<file path="src/rtl/slow_clock.sv">
// Bit-rate clock generator: divides CLK by DIV into SCLK and re-phases it on
// every SYNC transition so the SCLK falling edge lands in the middle of a bit.
module slow_clock #(
  parameter int DIV         = 434,
  parameter int SYNC_STAGES = 2
) (
  input  logic CLK,
  input  logic RST,
  input  logic SYNC,
  output logic SCLK
);

  localparam int HALF = DIV / 2;
  localparam int CW   = $clog2(DIV);

  logic [SYNC_STAGES-1:0] r_sync;
  logic                   r_sync_d;
  logic [CW-1:0]          r_cnt;
  logic                   r_sclk;

  logic                   w_sync_q;
  logic                   w_edge;
  logic [CW-1:0]          w_cnt_nxt;

  // Metastability synchronizer plus one extra flop for edge detection.
  // The line idles high, so reset loads 1 to avoid a false edge on release.
  always_ff @(posedge CLK) begin
    if (RST) begin
      r_sync   <= '1;
      r_sync_d <= 1'b1;
    end else begin
      r_sync   <= {r_sync[SYNC_STAGES-2:0], SYNC};
      r_sync_d <= r_sync[SYNC_STAGES-1];
    end
  end

  assign w_sync_q = r_sync[SYNC_STAGES-1];
  assign w_edge   = w_sync_q ^ r_sync_d;

  // Next phase: any line transition reloads, otherwise count and wrap.
  always_comb begin
    w_cnt_nxt = r_cnt + CW'(1);
    if (w_edge || (r_cnt == CW'(DIV - 1))) begin
      w_cnt_nxt = '0;
    end
  end

  // NOTE: SCLK is decoded from the *next* count and registered alongside it,
  // so it stays cycle-aligned with cnt and is glitch-free as a flop output.
  always_ff @(posedge CLK) begin
    if (RST) begin
      r_cnt  <= '0;
      r_sclk <= 1'b1;
    end else begin
      r_cnt  <= w_cnt_nxt;
      r_sclk <= (w_cnt_nxt < CW'(HALF));
    end
  end

  assign SCLK = r_sclk;

endmodule

</file>
<file path="config.mk">
export PLATFORM = sky130hd
export DESIGN_NAME = slow_clock
export DESIGN_NICKNAME = d
export VERILOG_FILES = /design/src/rtl/slow_clock.sv
export SDC_FILE = /design/constraint.sdc
export NUM_CORES = 1
export LEC_CHECK = 0
export ABC_AREA = 1
export BUFFER_PORTS_ARGS = -buffer_cell sky130_fd_sc_hd__buf_2
export CAP_MARGIN = 20
export CORE_AREA = 2 2 39 41
export CTS_CLUSTER_DIAMETER = 120
export DETAILED_ROUTE_END_ITERATION = 6
export DIE_AREA = 0 0 41 43
export PLACE_DENSITY = 0.62
export SYNTH_ARGS = -nofsm -noshare
export SYNTH_HDL_FRONTEND = slang
export SYNTH_SLANG_ARGS = --single-unit
export TNS_END_PERCENT = 100
</file>
<file path="constraint.sdc">
create_clock -name CLK -period 1.5 [get_ports CLK]
set_input_delay 0.075 -clock CLK [delete_from_list [all_inputs] [get_ports CLK]]
set_output_delay 0.075 -clock CLK [all_outputs]
set_load 0.05 [all_outputs]
</file>
==> results of run 1 <==
-- flip-flops by register name, indices dropped and copies added (netlist names) --
name and flops:
SCLK 1, r_cnt 9, r_sync_d 1, r_sync 2
-- logic make-up (layout without fill, tap and decap cells) --
logic type | Yosys count | count (layout)
AOI/OAI and AO/OA | 3 | 3
xor gates and xnor gates | 2 | 2
adders and majority gates | 2 | 2
buffers and inverters | 14 | 22
DFF | 13 | 13
and+or+nand+nor | 52 | 52
-- how the worst max path moves through the flow --
stage	startpoint	to	slack, ns	cells past startpoint
global route	r_cnt[1]	SCLK	0.02	10
floorplan	r_cnt[0]	SCLK	0.21	10
global placement	r_cnt[0]	SCLK	0.10	10
finish	r_cnt[0]	SCLK	0.14	10
CTS	r_cnt[0]	SCLK	0.05	10
detailed placement	r_cnt[0]	SCLK	0.08	10
-- worst max-delay path, delay by kind of cell, from the launching register on --
family,cells,cell delay [ns]
AO/OA/AOI/OAI,1,0.08
adder cells (fa/ha/maj),1,0.22
flip-flops,1,0.37
AND/OR/NAND/NOR,8,0.59
-- report_power, final --
group / switching, uW / internal, uW
Sequential: 9.60 / 356
Combinational: 30.2 / 24.0
Clock: 104 / 103
Total: 144 / 483
-- area by class of cell --
| class | instances | share of cell area |
|---|---|---|
| multi-input combinational | 59 | 0.4497 |
| clock buffer | 4 | 0.03704 |
| inverter | 13 | 0.06878 |
| timing repair buffer | 5 | 0.04586 |
| sequential | 13 | 0.3704 |
| tap | 16 | 0.02822 |
-- per-layer routing --
metal / vias to the layer above / wire, um
met5: - / 0
met4: 0 / 19
met3: 4 / 38
met2: 10 / 566
met1: 224 / 540
li1: 284 / -
-- synth_stat cells, drive strengths merged --
master / number / share of area
nand2: 22 / 0.15
ha: 2 / 0.040
nor3: 3 / 0.024
nand4: 2 / 0.020
clkbuf: 1 / 0.0060
o211ai: 1 / 0.020
a31oi: 1 / 0.0099
dfxtp: 13 / 0.41
xnor2: 1 / 0.014
or2: 4 / 0.040
nor2: 12 / 0.091
a21oi: 1 / 0.0079
inv: 13 / 0.078
xor2: 1 / 0.014
nand3: 9 / 0.072
-- per-stage QoR --
step / power [uW] / setup slack (ns) / utilization / cell area [sq um] / hold slack, ns
after floorplan: 408.9 / 0.2138 / - / 629.4 / 0.1788
after global placement: 422.6 / 0.1028 / 0.4828 / 668.1 / 0.2626
after detailed placement: 423.8 / 0.07658 / 0.4828 / 668.1 / 0.2658
after CTS: 634.4 / 0.04935 / 0.5090 / 704.4 / 0.09467
after global routing: 665.4 / 0.02073 / 0.5127 / 709.4 / 0.1103
final: 627.1 / 0.1360 / 0.5127 / 709.4 / 0.09501
-- timing repair --
action / CTS / global route
hold buffers: 1 / 0
hold endpoints to repair: 1 / 0
setup endpoints to repair: 0 / 1
resized for setup: 0 / 3
==> impl_metrics.json, run 1 <==
{
  "fin_nets": 100,
  "yosysSeqAreaShare": 0.4135,
  "drv_cap": 0,
  "netlist_instances": 86,
  "hpwl_um": 897.8,
  "hold_path.class": "in -> reg",
  "layout_commonest_cell": "nand2_1",
  "crit_top_cell": "nand2_1",
  "core.rowCount": 14,
  "place_inst": 105,
  "met2_usage": 0.2625,
  "use_met3": 0.04712,
  "fin_worst_skew_ns": 0.0005533,
  "grt_max_degree": 12,
  "core_area_sq_um": 1384,
  "muxShareOfSynthArea": 0,
  "worst_pin_slew_ns": 0.2503,
  "max_stage_delay_ns": 0.37,
  "finalCriticalPeriod_ns": 1.364,
  "setup_viol": 0,
  "cts_tree": "yes",
  "final_cells": 110,
  "drv_slew": 0,
  "port_buffers": 3,
  "synthAdderAreaFrac": 0.03976,
  "clk_root_buffer_cell": "clkbuf_4",
  "syn-num-nets": 91,
  "htree_levels": 1,
  "worstRegToRegCells": 10,
  "yosysWarnings": 0,
  "netlist-cell-type-count": 21,
  "die_w_um": 41,
  "hold_start": "RST",
  "reg2reg_to": "SCLK",
  "path_class": "reg -> reg",
  "crit_required_ns": 1.66,
  "finalSetupTns_ns": 0,
  "synth_top_family_by_area": "simple AND/OR/NAND/NOR gates",
  "start_util": 0.4548,
  "synth_area_sq_um": 629.4,
  "grt_overflow_total": 0,
  "synth_compound_area_frac": 0.03777,
  "routed_via_density": 4.745,
  "leakage_uw": 0.0003132,
  "layout-drive-gt1-share": 0.2234,
  "synthToLayoutAreaGrowth_pct": 12.72,
  "die_area_sq_um": 1763,
  "min_period_over_period": 0.9094,
  "finalWeightedCongestion": 0.6982,
  "synth_xor_area_frac": 0.02783,
  "r2r-start": "r_cnt[0]",
  "regArea_sq_um": 262.8,
  "max-vdd-ir-drop_mv": 0.5735,
  "multiInputGateArea_sq_um": 319.1,
  "drt-total-wl_um": 1165,
  "slowest_stage": "dfxtp_2",
  "ant_nets": 0,
  "crit_arrival_ns": 1.53,
  "fmax_mhz": 733.1,
  "antenna_found_initial": 0,
  "mostFrequentLayoutCells": "19 x nand2_1, 12 x inv_1, 11 x dfxtp_1",
  "numCtsBuffers": 3,
  "io_pins": 4,
  "rrSetupSlack_ns": 0.14,
  "postCtsSetupBuffers": 0,
  "hold_viol": 0,
  "diodes": 0,
  "grt_pass1_wl_um": 1994,
  "crit_path_end_kind": "flip-flop",
  "worstHoldPathCells": 2,
  "gr-usage-met1": 0.2020,
  "nFillCells": 144,
  "firstDrtPassIters": 4,
  "grt_pass1_vias": 501,
  "cts.clk_slew.worst_paths_ns": 0.07,
  "slew_headroom": 0.8343,
  "grt_usage": 0.1712,
  "clock_latency_ns": 0.27,
  "die_h_um": 43,
  "first_iter_violations": 6,
  "synthSimpleGateAreaFrac": 0.3976,
  "clock_path_buffers": 2,
  "path_max_fanout": 5,
  "min_to": "r_cnt[1]",
  "grt.busiest_layer": "met2",
  "drc": 0,
  "wl_per_cell_um": 10.59,
  "avgSynthCellArea_sq_um": 7.318,
  "num_vias": 522,
  "ys_seq_elements": 13,
  "crit_path_cell_trace": "ha_2, nand2_2, nor2_4, nand2_1, nand2_1, nand2_1, nor2_1, nand2_1, nor2_1, a21oi_1",
  "critPathLaunchType": "flip-flop",
  "cts_num_sinks": 13,
  "rsz0062_at_grt": "false",
  "status": "complete, no violations",
  "powerDensity_nw_per_um2": 883.9
}
(Power assumes the default switching activity.)
==> run 2, diff against run 1 <==
- CORE_AREA: 2 2 39 41 -> unset
- CORE_UTILIZATION: unset -> 35
- DIE_AREA: 0 0 41 43 -> unset
- PLACE_DENSITY: 0.62 -> 0.48
==> run 2 against run 1 <==
- utilization decreased by 5.7 points
- non-clock buffer count unchanged
- fmax about the same
- final cell count increased by 7.3%
- first-iteration DRC count increased by 100%
- clock power increased by 4%
- sequential share of layout area decreased by 0.83 points
- register-to-register slack about the same
- clock-buffer cell count decreased by 1
- power increased by 1.5%
- critical path type unchanged
==> impl_metrics.json, run 2 (same netlist as run 1, synthesis figures left out) <==
{
  "path_class": "reg -> reg",
  "intPower_uw": 479.1,
  "core_area_sq_um": 1594,
  "first_iter_violations": 12,
  "drc": 0,
  "mostFrequentLayoutCells": "19 x nand2_1, 12 x inv_1, 11 x dfxtp_1",
  "leakage_uw": 0.0003160,
  "grt_max_degree": 12,
  "firstDrtPassIters": 5,
  "fmax_mhz": 733.1,
  "largest_reg_flops": 9,
  "numCtsBuffers": 3,
  "synthToLayoutAreaGrowth_pct": 15.31,
  "finalCriticalPeriod_ns": 1.364,
  "crit_path_end_kind": "flip-flop",
  "clock_path_buffers": 2,
  "hold_viol": 0,
  "hold_path.class": "in -> reg",
  "min_period_over_period": 0.9094,
  "setup_viol": 0,
  "powerDensity_nw_per_um2": 876.8,
  "diodes": 0,
  "cts_tree": "yes",
  "final_cells": 118,
  "top_regs": "r_cnt (9), r_sync (2)",
  "grt_pass1_wl_um": 2097,
  "io_pins": 4,
  "fin_nets": 100,
  "port_buffers": 3,
  "slew_headroom": 0.8346,
  "regArea_sq_um": 262.8,
  "ant_nets": 0,
  "finalWeightedCongestion": 0.8283,
  "use_met3": 0.06531,
  "grt.busiest_layer": "met2",
  "clk_root_buffer_cell": "clkbuf_4",
  "netSwitchingFraction": 0.2471,
  "p_clk_frac": 0.339,
  "postCtsSetupBuffers": 0,
  "drv_slew": 0,
  "crit_arrival_ns": 1.54,
  "grt_usage": 0.1512,
  "critPathLaunchType": "flip-flop",
  "htree_levels": 1,
  "fin_worst_skew_ns": 0.002820,
  "clock_latency_ns": 0.27,
  "hpwl_um": 876.3,
  "comb_power_share": 0.087,
  "gr-usage-met1": 0.1779,
  "num_vias": 541,
  "p_seq_frac": 0.575,
  "cts_num_sinks": 13,
  "worst_pin_slew_ns": 0.2499,
  "die_h_um": 44.41,
  "status": "complete, no violations",
  "path_max_fanout": 5,
  "multiInputGateArea_sq_um": 324.1,
  "netSwitchingPower_uw": 157.2,
  "p_total_uw": 636.3,
  "start_util": 0.3948,
  "layout-drive-gt1-share": 0.2447,
  "finalSetupTns_ns": 0,
  "max-vdd-ir-drop_mv": 0.7180,
  "top_register": "r_cnt",
  "cts.clk_slew.worst_paths_ns": 0.08,
  "die_area_sq_um": 1972,
  "grt_overflow_total": 0,
  "nFillCells": 171,
  "crit_required_ns": 1.67,
  "place_inst": 113,
  "wl_per_cell_um": 10.31,
  "hold_ws_ns": 0.1002,
  "core.rowCount": 14,
  "drv_cap": 0,
  "die_w_um": 44.41,
  "routed_via_density": 4.585,
  "met2_usage": 0.2353,
  "antenna_found_initial": 0,
  "grt_pass1_vias": 509,
  "drt-total-wl_um": 1216,
  "layout_commonest_cell": "nand2_1"
}
-- run 2: cell count changes in the layout (fill, tap and decap cells not counted), sizes merged --
cell    delta
clkbuf     -1
clkinv     +1
-- run 2: cell type report --
class,count,share of cell area
clock buffer,3,0.03103
clock inverter,1,0.006897
inverter,13,0.06724
multi-input combinational,59,0.4466
sequential,13,0.3621
tap,24,0.04138
timing repair buffer,5,0.04483
-- run 2: through the flow --
stage	area, sq um	worst slack (ns)	util
6_report	725.7	0.1358	0.4553
2_1_floorplan	629.4	0.2138	-
3_3_place_gp	678.2	0.03576	0.4254
3_5_place_dp	678.2	0.08985	0.4254
4_1_cts	715.7	0.06364	0.4490
5_1_grt	725.7	-0.001080	0.4553
-- run 2: worst max-delay path: stages, from the launching register on --
cell and delay [ns]:
dfxtp_2 0.37, ha_2 0.22, nand2_2 0.07, nor2_4 0.13, nand2_1 0.06, nand2_1 0.05, nand2_1 0.04, nor2_1 0.08
nand2_1 0.08, nor2_1 0.09, a21oi_1 0.07
-- run 2: path summary, 6_finish.rpt --
path	from	endpoint	slack, ns	depth (start not counted)
min	RST	r_cnt[1]	0.10	2
max	r_cnt[0]	SCLK	0.14	10
min reg2reg	r_sync[0]	r_sync[1]	0.42	1
max reg2reg	r_cnt[0]	SCLK	0.14	10
-- run 2: timing repair --
action / CTS / global route
hold buffers: 1 / 0
setup endpoints to repair: 0 / 1
gates resized for setup: 0 / 4
endpoints found under the hold margin: 1 / 0
-- run 2: metal layers --
layer | part of all wire | vias up
met1 | 0.50 | 245
met2 | 0.44 | 10
li1 | - | 284
met3 | 0.045 | 2
met5 | 0 | -
met4 | 0.016 | 0
-- run 2: power groups by stage --
stage	Clock [uW]	Combinational, uW	Sequential (uW)
floorplan	0	38.6	370
CTS	229	54.2	364
finish	216	55.1	366
global placement	0	53.1	372
detailed placement	0	52.0	372
global route	252	62.6	367
==> run 3, diff against run 2 <==
- CTS_BUF_LIST: unset -> sky130_fd_sc_hd__clkbuf_8
==> run 3 against run 2 <==
- final cell count down 0.85%
- sequential power hardly changed
- combinational power fell by 5.4%
- wire length down 2.7%
- clock skew is 0.0011 ns lower
- critical path depth is the same
- final area rose by 1.2%
- global-route usage grew 0.34 points
- power rose by 15%
- clock-buffer cell count stayed put
==> impl_metrics.json, run 3 (same netlist as run 1, synthesis figures left out) <==
{
  "status": "complete, no violations",
  "drv_slew": 0,
  "crit_path_end_kind": "flip-flop",
  "numCtsBuffers": 3,
  "clock_path_buffers": 2,
  "crit_required_ns": 1.64,
  "top_regs": "r_cnt (9), r_sync (2)",
  "top_register": "r_cnt",
  "core.rowCount": 14,
  "io_pins": 4,
  "min_period_over_period": 0.9106,
  "place_ws_ns": 0.08985,
  "grt_pass1_vias": 502,
  "routed_via_density": 4.496,
  "antenna_found_initial": 0,
  "powerDensity_nw_per_um2": 995.8,
  "path_class": "reg -> reg",
  "ant_nets": 0,
  "port_buffers": 3,
  "fin_nets": 99,
  "cts_tree": "yes",
  "path_max_fanout": 5,
  "clk_root_buffer_cell": "clkbuf_8",
  "start_util": 0.3948,
  "finalSetupTns_ns": 0,
  "die_h_um": 44.41,
  "die_area_sq_um": 1972,
  "crit_arrival_ns": 1.50,
  "worst_pin_slew_ns": 0.2410,
  "synthToLayoutAreaGrowth_pct": 16.70,
  "firstDrtPassIters": 4,
  "ctsHoldBuffers": 0,
  "setup_viol": 0,
  "grt_pass1_wl_um": 2083,
  "layout_commonest_cell": "nand2_1",
  "grt_usage": 0.1546,
  "die_w_um": 44.41,
  "num_vias": 526,
  "critPathLaunchType": "flip-flop",
  "hold_ws_ns": 0.008154,
  "setup_ws_ns": 0.1341,
  "fin_worst_skew_ns": 0.001672,
  "cts.clk_slew.worst_paths_ns": 0.06,
  "fin_util": 0.4608,
  "finalCriticalPeriod_ns": 1.366,
  "wl_per_cell_um": 10.11,
  "hold_viol": 0,
  "first_iter_violations": 9,
  "slew_headroom": 0.8391,
  "diodes": 0,
  "largest_reg_flops": 9,
  "clock_latency_ns": 0.24,
  "grt_overflow_total": 0,
  "drv_cap": 0,
  "max-vdd-ir-drop_mv": 0.8122,
  "fmax_mhz": 732.1,
  "finalWeightedCongestion": 0.8283,
  "cts_num_sinks": 13,
  "htree_levels": 1,
  "leakage_uw": 0.0003196,
  "grt_max_degree": 12,
  "hpwl_um": 876.3,
  "layout-drive-gt1-share": 0.2473,
  "mostFrequentLayoutCells": "19 x nand2_1, 12 x inv_1, 11 x dfxtp_1",
  "p_total_uw": 731.4,
  "drc": 0,
  "core_area_sq_um": 1594,
  "drt-total-wl_um": 1183,
  "hold_path.class": "in -> reg"
}
-- run 3: repair_timing --
action / CTS / global route
setup buffers: 0 / 0
resized for setup: 0 / 4
setup endpoints to repair: 0 / 1
-- run 3: area by class of cell --
cell class,count,area [sq um]
sequential,13,262.8
clock inverter,1,5.005
timing repair buffer,4,22.52
multi-input combinational,59,324.1
tap,24,30.03
fill,170,859.6
clock buffer,3,41.29
inverter,13,48.80
-- run 3: path summary, 6_finish.rpt --
check / startpoint / to / depth (start not counted) / slack [ns]
setup / recovery: r_cnt[0] / SCLK / 10 / 0.13
hold / removal: SYNC / r_sync[0] / 2 / 0.008
setup reg to reg: r_cnt[0] / SCLK / 10 / 0.13
hold reg to reg: r_sync[0] / r_sync[1] / 1 / 0.42
-- run 3: worst max-delay path, stage by stage, from the launching register on --
cell,delay (ns)
dfxtp_2,0.36
ha_2,0.22
nand2_2,0.07
nor2_4,0.13
nand2_1,0.06
nand2_1,0.05
nand2_1,0.04
nor2_1,0.08
nand2_1,0.08
nor2_1,0.10
a21oi_1,0.07
-- run 3: per-layer routing --
metal | track usage | share of wire | up-vias
met5 | 0 | 0 | -
met4 | 0.09091 | 0.024 | 0
met1 | 0.1805 | 0.51 | 233
met3 | 0.07755 | 0.046 | 4
met2 | 0.2265 | 0.42 | 8
li1 | - | - | 281
-- run 3: per-stage QoR --
| step | instances | area (sq um) |
|---|---|---|
| floorplan | 86 | 629.4 |
| global placement | 113 | 678.2 |
| detailed placement | 113 | 678.2 |
| CTS | 117 | 724.4 |
| global route | 117 | 734.5 |
| finish | 117 | 734.5 |
-- run 3: power breakdown --
group,leakage (uW),switching [uW],internal [uW],total (uW)
Clock,0.0000255,129,184,313
Sequential,0.000106,9.77,357,367
Combinational,0.000188,29.7,22.4,52.1
